--- src/rtl/multicycle_ctrl_fsm.sv ---
// Multi-cycle MIPS control unit: sequences FETCH/DECODE/EXEC/MEM/WB, handshakes with a
// variable-latency unified memory, traps a stalled bus into ERR and counts retired instructions.
module multicycle_ctrl_fsm #(
    parameter int unsigned     OP_W        = 6,
    parameter logic [OP_W-1:0] ALU_OP_ADD  = 6'b001000,
    parameter logic [OP_W-1:0] ALU_OP_SUB  = 6'b000100,
    parameter int unsigned     MEM_TIMEOUT = 16,
    parameter int unsigned     CNT_W       = 32
) (
    input  logic             clk_i,
    input  logic             rst_i,
    input  logic [OP_W-1:0]  instr_op_i,
    input  logic             mem_ready_i,
    input  logic             zero_i,
    output logic             mem_req_o,
    output logic             mem_we_o,
    output logic             iord_o,
    output logic             ir_write_o,
    output logic             mdr_write_o,
    output logic             pc_write_o,
    output logic             pc_write_cond_o,
    output logic [1:0]       pc_src_sel_o,
    output logic             alu_src1_sel_o,
    output logic [1:0]       alu_src2_sel_o,
    output logic [OP_W-1:0]  alu_op_o,
    output logic             reg_write_o,
    output logic             reg_w1_addr_sel_o,
    output logic             reg_w1_data_sel_o,
    output logic             instr_done_o,
    output logic             illegal_o,
    output logic             err_o,
    output logic [3:0]       state_o,
    output logic [CNT_W-1:0] instr_count_o
);

    localparam logic [OP_W-1:0] OP_R    = OP_W'(6'b000000);
    localparam logic [OP_W-1:0] OP_ADDI = OP_W'(6'b001000);
    localparam logic [OP_W-1:0] OP_ORI  = OP_W'(6'b001101);
    localparam logic [OP_W-1:0] OP_LW   = OP_W'(6'b100011);
    localparam logic [OP_W-1:0] OP_SW   = OP_W'(6'b101011);
    localparam logic [OP_W-1:0] OP_BEQ  = OP_W'(6'b000100);
    localparam logic [OP_W-1:0] OP_J    = OP_W'(6'b000010);

    // Counter only needs to reach MEM_TIMEOUT-1: the final wait cycle jumps to ERR.
    localparam int unsigned WAIT_W = (MEM_TIMEOUT > 2) ? $clog2(MEM_TIMEOUT) : 1;

    typedef enum logic [3:0] {
        StIdle   = 4'd0,
        StFetch  = 4'd1,
        StDecode = 4'd2,
        StRexe   = 4'd3,
        StRwb    = 4'd4,
        StIexe   = 4'd5,
        StIwb    = 4'd6,
        StMaddr  = 4'd7,
        StMrd    = 4'd8,
        StMwb    = 4'd9,
        StMwr    = 4'd10,
        StBranch = 4'd11,
        StJump   = 4'd12,
        StIll    = 4'd13,
        StErr    = 4'd15
    } state_e;

    state_e              state_q, state_d;
    logic [OP_W-1:0]     op_q, op_d;
    logic [WAIT_W-1:0]   wait_q, wait_d;
    logic [CNT_W-1:0]    count_q, count_d;
    logic                timeout_hit;

    assign timeout_hit = (MEM_TIMEOUT != 0) && (32'(wait_q) == MEM_TIMEOUT - 1);

    always_ff @(posedge clk_i or posedge rst_i) begin
        if (rst_i) begin
            state_q <= StIdle;
            op_q    <= '0;
            wait_q  <= '0;
            count_q <= '0;
        end else begin
            state_q <= state_d;
            op_q    <= op_d;
            wait_q  <= wait_d;
            count_q <= count_d;
        end
    end

    always_comb begin
        state_d           = state_q;
        mem_req_o         = 1'b0;
        mem_we_o          = 1'b0;
        iord_o            = 1'b0;
        ir_write_o        = 1'b0;
        mdr_write_o       = 1'b0;
        pc_write_o        = 1'b0;
        pc_write_cond_o   = 1'b0;
        pc_src_sel_o      = 2'd0;
        alu_src1_sel_o    = 1'b0;
        alu_src2_sel_o    = 2'd0;
        alu_op_o          = '0;
        reg_write_o       = 1'b0;
        reg_w1_addr_sel_o = 1'b0;
        reg_w1_data_sel_o = 1'b0;
        instr_done_o      = 1'b0;
        illegal_o         = 1'b0;
        err_o             = 1'b0;

        case (state_q)
            StIdle: state_d = StFetch;

            StFetch: begin
                mem_req_o      = 1'b1;
                alu_src2_sel_o = 2'd1;
                alu_op_o       = ALU_OP_ADD;
                if (mem_ready_i) begin
                    ir_write_o = 1'b1;
                    pc_write_o = 1'b1;
                    state_d    = StDecode;
                end else if (timeout_hit) begin
                    state_d = StErr;
                end
            end

            StDecode: begin
                // Speculative branch target PC + (imm << 2) lands in ALUOut.
                alu_src2_sel_o = 2'd3;
                alu_op_o       = ALU_OP_ADD;
                case (instr_op_i)
                    OP_R:           state_d = StRexe;
                    OP_ADDI, OP_ORI: state_d = StIexe;
                    OP_LW, OP_SW:   state_d = StMaddr;
                    OP_BEQ:         state_d = StBranch;
                    OP_J:           state_d = StJump;
                    default:        state_d = StIll;
                endcase
            end

            StRexe: begin
                alu_src1_sel_o = 1'b1;
                alu_src2_sel_o = 2'd0;
                alu_op_o       = op_q;
                state_d        = StRwb;
            end

            StRwb: begin
                reg_write_o       = 1'b1;
                reg_w1_addr_sel_o = 1'b1;
                instr_done_o      = 1'b1;
                state_d           = StFetch;
            end

            StIexe: begin
                alu_src1_sel_o = 1'b1;
                alu_src2_sel_o = 2'd2;
                alu_op_o       = op_q;
                state_d        = StIwb;
            end

            StIwb: begin
                reg_write_o  = 1'b1;
                instr_done_o = 1'b1;
                state_d      = StFetch;
            end

            StMaddr: begin
                alu_src1_sel_o = 1'b1;
                alu_src2_sel_o = 2'd2;
                alu_op_o       = ALU_OP_ADD;
                state_d        = (op_q == OP_SW) ? StMwr : StMrd;
            end

            StMrd: begin
                mem_req_o = 1'b1;
                iord_o    = 1'b1;
                if (mem_ready_i) begin
                    mdr_write_o = 1'b1;
                    state_d     = StMwb;
                end else if (timeout_hit) begin
                    state_d = StErr;
                end
            end

            StMwb: begin
                reg_write_o       = 1'b1;
                reg_w1_data_sel_o = 1'b1;
                instr_done_o      = 1'b1;
                state_d           = StFetch;
            end

            StMwr: begin
                mem_req_o = 1'b1;
                mem_we_o  = 1'b1;
                iord_o    = 1'b1;
                if (mem_ready_i) begin
                    instr_done_o = 1'b1;
                    state_d      = StFetch;
                end else if (timeout_hit) begin
                    state_d = StErr;
                end
            end

            StBranch: begin
                alu_src1_sel_o  = 1'b1;
                alu_src2_sel_o  = 2'd0;
                alu_op_o        = ALU_OP_SUB;
                pc_write_cond_o = 1'b1;
                pc_src_sel_o    = 2'd1;
                instr_done_o    = 1'b1;
                state_d         = StFetch;
            end

            StJump: begin
                pc_write_o   = 1'b1;
                pc_src_sel_o = 2'd2;
                instr_done_o = 1'b1;
                state_d      = StFetch;
            end

            StIll: begin
                illegal_o    = 1'b1;
                instr_done_o = 1'b1;
                state_d      = StFetch;
            end

            StErr: err_o = 1'b1;

            default: state_d = StIdle;
        endcase
    end

    // Opcode is held from DECODE so later states never depend on the IR staying put.
    always_comb begin
        op_d = op_q;
        if (state_q == StDecode) begin
            op_d = instr_op_i;
        end
    end

    always_comb begin
        wait_d = wait_q;
        if (state_d != state_q) begin
            wait_d = '0;
        end else if (mem_req_o && !mem_ready_i && (wait_q != '1)) begin
            wait_d = wait_q + 1'b1;
        end
    end

    always_comb begin
        count_d = count_q;
        if (instr_done_o) begin
            count_d = count_q + 1'b1;
        end
    end

    assign state_o       = state_q;
    assign instr_count_o = count_q;

endmodule
--- config.mk ---
export PLATFORM = sky130hd
export DESIGN_NAME = multicycle_ctrl_fsm
export DESIGN_NICKNAME = d
export VERILOG_FILES = /design/src/rtl/multicycle_ctrl_fsm.sv
export SDC_FILE = /design/constraint.sdc
export NUM_CORES = 1
export LEC_CHECK = 0
export CELL_PAD_IN_SITES_DETAIL_PLACEMENT = 1
export CELL_PAD_IN_SITES_GLOBAL_PLACEMENT = 2
export CORE_AREA = 2 2 95 97
export CTS_CLUSTER_SIZE = 14
export DETAILED_ROUTE_END_ITERATION = 6
export DIE_AREA = 0 0 97 99
export PLACE_DENSITY_LB_ADDON = 0.1
export SETUP_SLACK_MARGIN = 0.5
export SYNTH_ARGS = -nofsm -noshare
export SYNTH_HDL_FRONTEND = slang
export SYNTH_SLANG_ARGS = --single-unit
--- constraint.sdc ---
create_clock -name clk_i -period 3.3 [get_ports clk_i]
set_input_delay 0.66 -clock clk_i [delete_from_list [all_inputs] [get_ports clk_i]]
set_output_delay 0.66 -clock clk_i [all_outputs]
set_load 0.01 [all_outputs]
==> results of run 1 <==
==> path summary, 6_finish.rpt <==
| kind | from | endpoint | slack (ns) |
|---|---|---|---|
| max in group asynchronous | rst_i | instr_count_o[0]$_DFFE_PP0P_ | 1.81 |
| hold reg to reg | instr_count_o[31]$_DFFE_PP0P_ | instr_count_o[31]$_DFFE_PP0P_ | 0.48 |
| hold / removal | instr_count_o[31]$_DFFE_PP0P_ | instr_count_o[31]$_DFFE_PP0P_ | 0.48 |
| setup / recovery | mem_ready_i | instr_done_o | 0.59 |
| setup reg to reg | state_o[1]$_DFF_PP0_ | wait_q[2]$_DFFE_PP0P_ | 1.22 |
| min in group asynchronous | rst_i | instr_count_o[10]$_DFFE_PP0P_ | 0.73 |
==> cells in the mapped netlist (all sizes together) (7+ instances only) <==
master  number
nand3       16
and2         9
xor2         9
mux2         7
xnor2       25
nor3        11
nand2       22
o21ai       10
buf          7
nand4       12
dfrtp       46
nor2        14
==> cell usage in the layout, fill, tap and decap left out, types with 2 or more instances in the layout <==
| cell type | count |
|---|---|
| or2_1 | 2 |
| inv_1 | 3 |
| clkdlybuf4s50_1 | 65 |
| and4_2 | 2 |
| a21oi_1 | 3 |
| or2_2 | 2 |
| nor2b_1 | 4 |
| and3_1 | 6 |
| xnor2_1 | 25 |
| buf_4 | 11 |
| nor3b_1 | 3 |
| nor4_2 | 3 |
| o21ai_0 | 8 |
| a2bb2oi_1 | 2 |
| dfrtp_2 | 4 |
| a211oi_1 | 2 |
| mux2i_1 | 2 |
| dlygate4sd2_1 | 3 |
| dfrtp_1 | 42 |
| nand4b_1 | 2 |
| clkbuf_8 | 5 |
| nor4_4 | 2 |
| nor2_1 | 13 |
| and4_1 | 2 |
| or3_1 | 2 |
| mux2_2 | 6 |
| ha_1 | 2 |
| nand3_1 | 16 |
| and2_1 | 9 |
| nor3_1 | 10 |
| nand4_1 | 11 |
| nand2_1 | 22 |
| a21o_1 | 2 |
| xor2_1 | 9 |
| a31oi_1 | 3 |
| nand2b_1 | 5 |
==> layout make-up <==
type | count | area (µm²) | share of cell area (%)
Multi-Input combinational cell | 204 | 1476 | 40.23
Timing Repair Buffer | 80 | 770.7 | 21.00
Sequential cell | 46 | 1156 | 31.50
Tap cell | 108 | 135.1 | 3.682
Clock buffer | 5 | 68.82 | 1.875
Clock inverter | 3 | 43.79 | 1.193
Inverter | 5 | 18.77 | 0.5114
==> sequential cells by signal, indices dropped and copies added, names as in the netlist <==
signal	flops
instr_count_o	32
op_q	6
state_o	4
wait_q	4
==> per-layer routing <==
metal	track usage, %	up-vias
met5	0	-
met3	3.617	6
met1	21.31	1108
li1	-	1097
met4	3.575	0
met2	25.75	43
==> through the flow <==
stage	hold WS (ns)	area [µm²]	power, µW
after floorplan	0.4870	2693	1505
after global placement	0.4575	3491	1959
after global routing	0.5114	3670	2619
final	0.4757	3670	2436
after detailed placement	0.4595	3491	1973
after CTS	0.4779	3646	2449
==> where the power goes <==
part | internal, µW | total (µW) | switching (µW)
Combinational | 610 | 1190 | 576
Clock | 227 | 436 | 208
Sequential | 665 | 814 | 149
Total | 1500 | 2440 | 933
==> what timing repair did <==
item,in CTS,in global routing
endpoints found under the setup margin,16,10
hold buffers,0,0
gates resized for setup,10,3
buffers inserted,3,2
==> cell families (layout without fill, tap and decap cells) <==
family                   count (synthesis)  in the layout  synth area share [%]
AO/OA/AOI/OAI                           31             31                 8.225
XOR/XNOR                                34             34                 11.06
adder cells (fa/ha/maj)                  2              2                0.9292
buffers and inverters                   16             93                 3.299
flip-flops                              46             46                 42.75
multiplexers                             9              9                 3.810
AND/OR/NAND/NOR                        128            128                 29.93
==> results.ini, run 1 <==
[worst_setup_path]
path_cells = clkdlybuf4s50_1 > nand2b_4 > o22ai_4 > or2_1 > inv_2 > dlygate4sd2_1
path_buf_inv = 3
worstSetupStartpointType = input port
critPathKind = input port to output port
path_delay_family = buffers and inverters
reg2regPathDepth = 5
crit_fanout = 5
slowest_stage = clkdlybuf4s50_1
endpoint_kind = output port
max_stage_delay_ns = 0.49
required_ns = 2.64
cp.arrival_ns = 2.05
cp.depth = 6

[cells_and_area]
finalNonFillerCells = 451
antenna_cells = 0
final_util_pct = 42.92
n_fill_cell = 968
nNetsFinal = 354
area_delta_synth_final_pct = 36.29
drive_gt1_share_pct = 15.45

[yosys]
syn_inst = 266
syn_nets = 278
synth_top_flop_cell = dfrtp_1
synth_top_area_share_pct = 42.75
synthArstFlopShare_pct = 100.0
ys_types = 58
ys_ff_latch = 46
yosysTopAreaCell = dfrtp_1
synth_edf_count = 0
yosys-top-cells-area = dfrtp_1, xnor2_1, nand2_1
syn_area_um2 = 2693
synth_seq_area_share_pct = 42.75
avgSynthCellArea_um2 = 10.12
yosys_warnings = 0

[clock_tree]
clock_sinks = 46
clk_pin_slew_ns = 0.10
clk_path_buf_depth = 2
cts_root_buffer = clkbuf_8
h-tree-depth = 2
cts_buffers = 5
insertion_delay_ns = 0.31
cts_tree = done

[route]
drc = 0
post_drt_wl_per_cell_um = 16.12
wl_met1_um = 3458
drt-total-wl_um = 7270
routed.top_layer = met4
viasPerCell = 4.998
drtAntennaViolNets = 0
drt_first_pass_iters = 6
drt_iter0_markers = 65
wl_met2_um = 3457
wl_met3_um = 283
vias = 2254

[floorplanning]
ioPinCount = 70
die_x_um = 97
fp.dieH_um = 99
start_util_pct = 31.49
rows = 34
dieArea_um2 = 9603
core_um2 = 8551

[job]
cap_violations = 0

[place]
port_buffers = 68
dp_hpwl_um = 5357
dp.cells = 438
gp_congestion = 0.7723
dp_worst_setup_slack_ns = 0.2205

[timing]
fin_crit_sh_pct = 82.10
finalHoldViolations = 0
skew_ns = 0.01333
relSlewSlack_pct = 42.13
finalMaxSlewViolations = 0
setup_ws_ns = 0.5909
rsz0062_at_grt = false
min_period_ns = 2.709
tightest_slew_ns = 0.8627
fmax_ghz = 0.3691
setup_viol = 0
setup_tns_ns = 0

[power]
power_density_nw_per_um2 = 663.7
p_leak_uw = 0.001499
ir_worst_vdd_mv = 0.2837

[global_route]
grt_pass1_wl_um = 12310
grt_max_degree = 25
antenna_found_initial = 0
gr-total-overflow = 0
grt_pass1_vias = 2372
grt_use_total_pct = 15.72

[hold_path]
hp-class = flip-flop to flip-flop
hold_depth = 1

[run_status]
outcome = finished clean

Power figures use the tool's default switching activity.
==> inputs of run 2 (changes only) <==
--- a/config.mk
+++ b/config.mk
@@ -7,10 +7,10 @@
 export LEC_CHECK = 0
 export CELL_PAD_IN_SITES_DETAIL_PLACEMENT = 1
 export CELL_PAD_IN_SITES_GLOBAL_PLACEMENT = 2
-export CORE_AREA = 2 2 95 97
+export CORE_AREA = 2 2 98 100
 export CTS_CLUSTER_SIZE = 14
 export DETAILED_ROUTE_END_ITERATION = 6
-export DIE_AREA = 0 0 97 99
+export DIE_AREA = 0 0 100 102
 export PLACE_DENSITY_LB_ADDON = 0.1
 export SETUP_SLACK_MARGIN = 0.5
 export SYNTH_ARGS = -nofsm -noshare
==> constraint.sdc (replaced) <==
create_clock -name clk_i -period 2.75 [get_ports clk_i]
set_input_delay 0.55 -clock clk_i [delete_from_list [all_inputs] [get_ports clk_i]]
set_output_delay 0.55 -clock clk_i [all_outputs]
set_load 0.01 [all_outputs]
==> run 2 against run 1 <==
  * Die area rose by 6.2%
  * Cell count increased by 8.0%
  * Power rose by 33%
  * Via count grew 5.5%
  * Critical path type is now flip-flop to output port
  * Critical endpoint is now alu_op_o[2]
==> results.ini, run 2 (synthesized netlist as in run 1, its figures left out) <==
[global_route]
antenna_found_initial = 0
grt_max_degree = 47
gr-total-overflow = 0
grt_use_total_pct = 15.71
grt_pass1_vias = 2437
use_met1_pct = 22.00
use_met3_pct = 2.804
top_usage_layer = met2
grt_pass1_wl_um = 12830
grtUsageMet2_pct = 25.83

[cells_and_area]
final_cell_mix = clkdlybuf4s50_1, dfrtp_1, buf_4
nNetsFinal = 387
layout_commonest_cell = clkdlybuf4s50_1
area_delta_synth_final_pct = 48.75
largest_reg_flops = 32
final_util_pct = 43.97
n_fill_cell = 1038
antenna_cells = 0
drive_gt1_share_pct = 26.60

[timing]
min_period_ns = 2.435
setup_viol = 0
finalHoldViolations = 0
setup_ws_ns = 0.3146
finalMaxSlewViolations = 0
rsz0062_at_grt = true
relSlewSlack_pct = 58.44
setup_tns_ns = 0
tightest_slew_ns = 0.6234
fin_crit_sh_pct = 88.56
skew_ns = 0.006642
fmax_ghz = 0.4106

[route]
vias = 2379
drt-total-wl_um = 7879
drt_iter0_markers = 102
drt_first_pass_iters = 4
drtAntennaViolNets = 0
viasPerCell = 4.885
drc = 0
post_drt_wl_per_cell_um = 16.18

[clock_tree]
clock_sinks = 46
clk_path_buf_depth = 2
insertion_delay_ns = 0.29
cts_tree = done
cts_root_buffer = clkbuf_8
clk_pin_slew_ns = 0.09
h-tree-depth = 2
cts_buffers = 5

[place]
port_buffers = 68
gp_congestion = 0.7401
dp_worst_setup_slack_ns = 0.03392
dp_hpwl_um = 5449

[power]
p_leak_uw = 0.001875
power_density_nw_per_um2 = 806.2
p_total_uw = 3229
ir_worst_vdd_mv = 0.3638

[worst_setup_path]
critPathKind = flip-flop to output port
path_buf_inv = 2
worstSetupStartpointType = flip-flop
endpoint_kind = output port
max_stage_delay_ns = 0.49
required_ns = 2.20
path_delay_family = buffers and inverters
cp.arrival_ns = 1.89
path_cells = buf_6 > nor2b_2 > and3_4 > a21o_1 > clkdlybuf4s50_1
crit_fanout = 7
slowest_stage = dfrtp_2

[floorplanning]
core_um2 = 9109
fp.dieH_um = 102
die_x_um = 100
rows = 35
dieArea_um2 = 10200
ioPinCount = 70
start_util_pct = 29.56

[job]
cap_violations = 0

[run_status]
outcome = finished clean

[hold_path]
hp-class = flip-flop to flip-flop

==> run 2: changes by cell type in the layout (fill, tap and decap cells not counted), moves of 2 or more <==
cell,previous run,this run
dlymetal6s2s_1,0,11
clkdlybuf4s15_1,0,4
buf_2,0,2
clkbuf_2,0,2
clkdlybuf4s50_1,65,44
nand2b_1,5,3
buf_6,1,5
nor2b_4,0,2
buf_4,11,39
nor2b_1,4,1
==> run 2: routing by layer <==
layer  wire length, µm  part of all wire (%)
met2              3746                    48
met4                31                  0.39
met5                 0                     0
met3               247                   3.1
met1              3853                    49
==> run 2: repair_timing <==
action                                  in CTS  in global routing
resized for setup                           40                 35
endpoints found under the setup margin      24                 29
hold buffers                                 0                  0
setup buffers                               13                 14
pin swaps                                    1                  4
==> run 2: cell type report <==
cell class	instances	area [µm²]	area share, %
Timing Repair Buffer	113	1049	26.18
Tap cell	111	138.9	3.468
Clock buffer	6	72.57	1.812
Clock inverter	2	37.54	0.9372
Sequential cell	46	1156	28.87
Multi-Input combinational cell	204	1533	38.27
Inverter	5	18.77	0.4686
==> run 2: worst paths after layout <==
check                      slack [ns]  depth (start not counted)                     startpoint                             to
min                              0.49                          1  instr_count_o[31]$_DFFE_PP0P_  instr_count_o[31]$_DFFE_PP0P_
max                              0.31                          5           state_o[3]$_DFF_PP0_                    alu_op_o[2]
max reg2reg                      0.57                          8           state_o[2]$_DFF_PP0_          wait_q[1]$_DFFE_PP0P_
min reg2reg                      0.49                          1  instr_count_o[31]$_DFFE_PP0P_  instr_count_o[31]$_DFFE_PP0P_
max in group asynchronous        1.56                          3                          rst_i           state_o[0]$_DFF_PP0_
min in group asynchronous        0.72                          3                          rst_i  instr_count_o[18]$_DFFE_PP0P_
==> run 2: report_power, final <==
group | total, µW | leakage [µW] | switching, µW | internal (µW)
logic | 1770 | 0.00121 | 835 | 939
registers | 945 | 0.000611 | 146 | 799
clock network | 510 | 0.0000514 | 239 | 272
total | 3230 | 0.00188 | 1220 | 2010
==> run 2: worst register-to-register path, stage by stage (launching register included) <==
cell and delay [ns]:
dfrtp_2 0.43, buf_4 0.15, buf_4 0.13, buf_4 0.17
nor2_4 0.13, nand4b_1 0.16, o31ai_2 0.38, mux2i_1 0.41
nor3b_1 0.10
==> run 2: per-stage QoR <==
| stage | instance area (µm²) | hold WS, ns | std cells |
|---|---|---|---|
| finish | 4005 | 0.4919 | 487 |
| global route | 4005 | 0.5228 | 487 |
| CTS | 3845 | 0.5015 | 473 |
| detailed placement | 3577 | 0.4838 | 452 |
| global placement | 3577 | 0.4575 | 452 |
| floorplan | 2693 | 0.4870 | 266 |
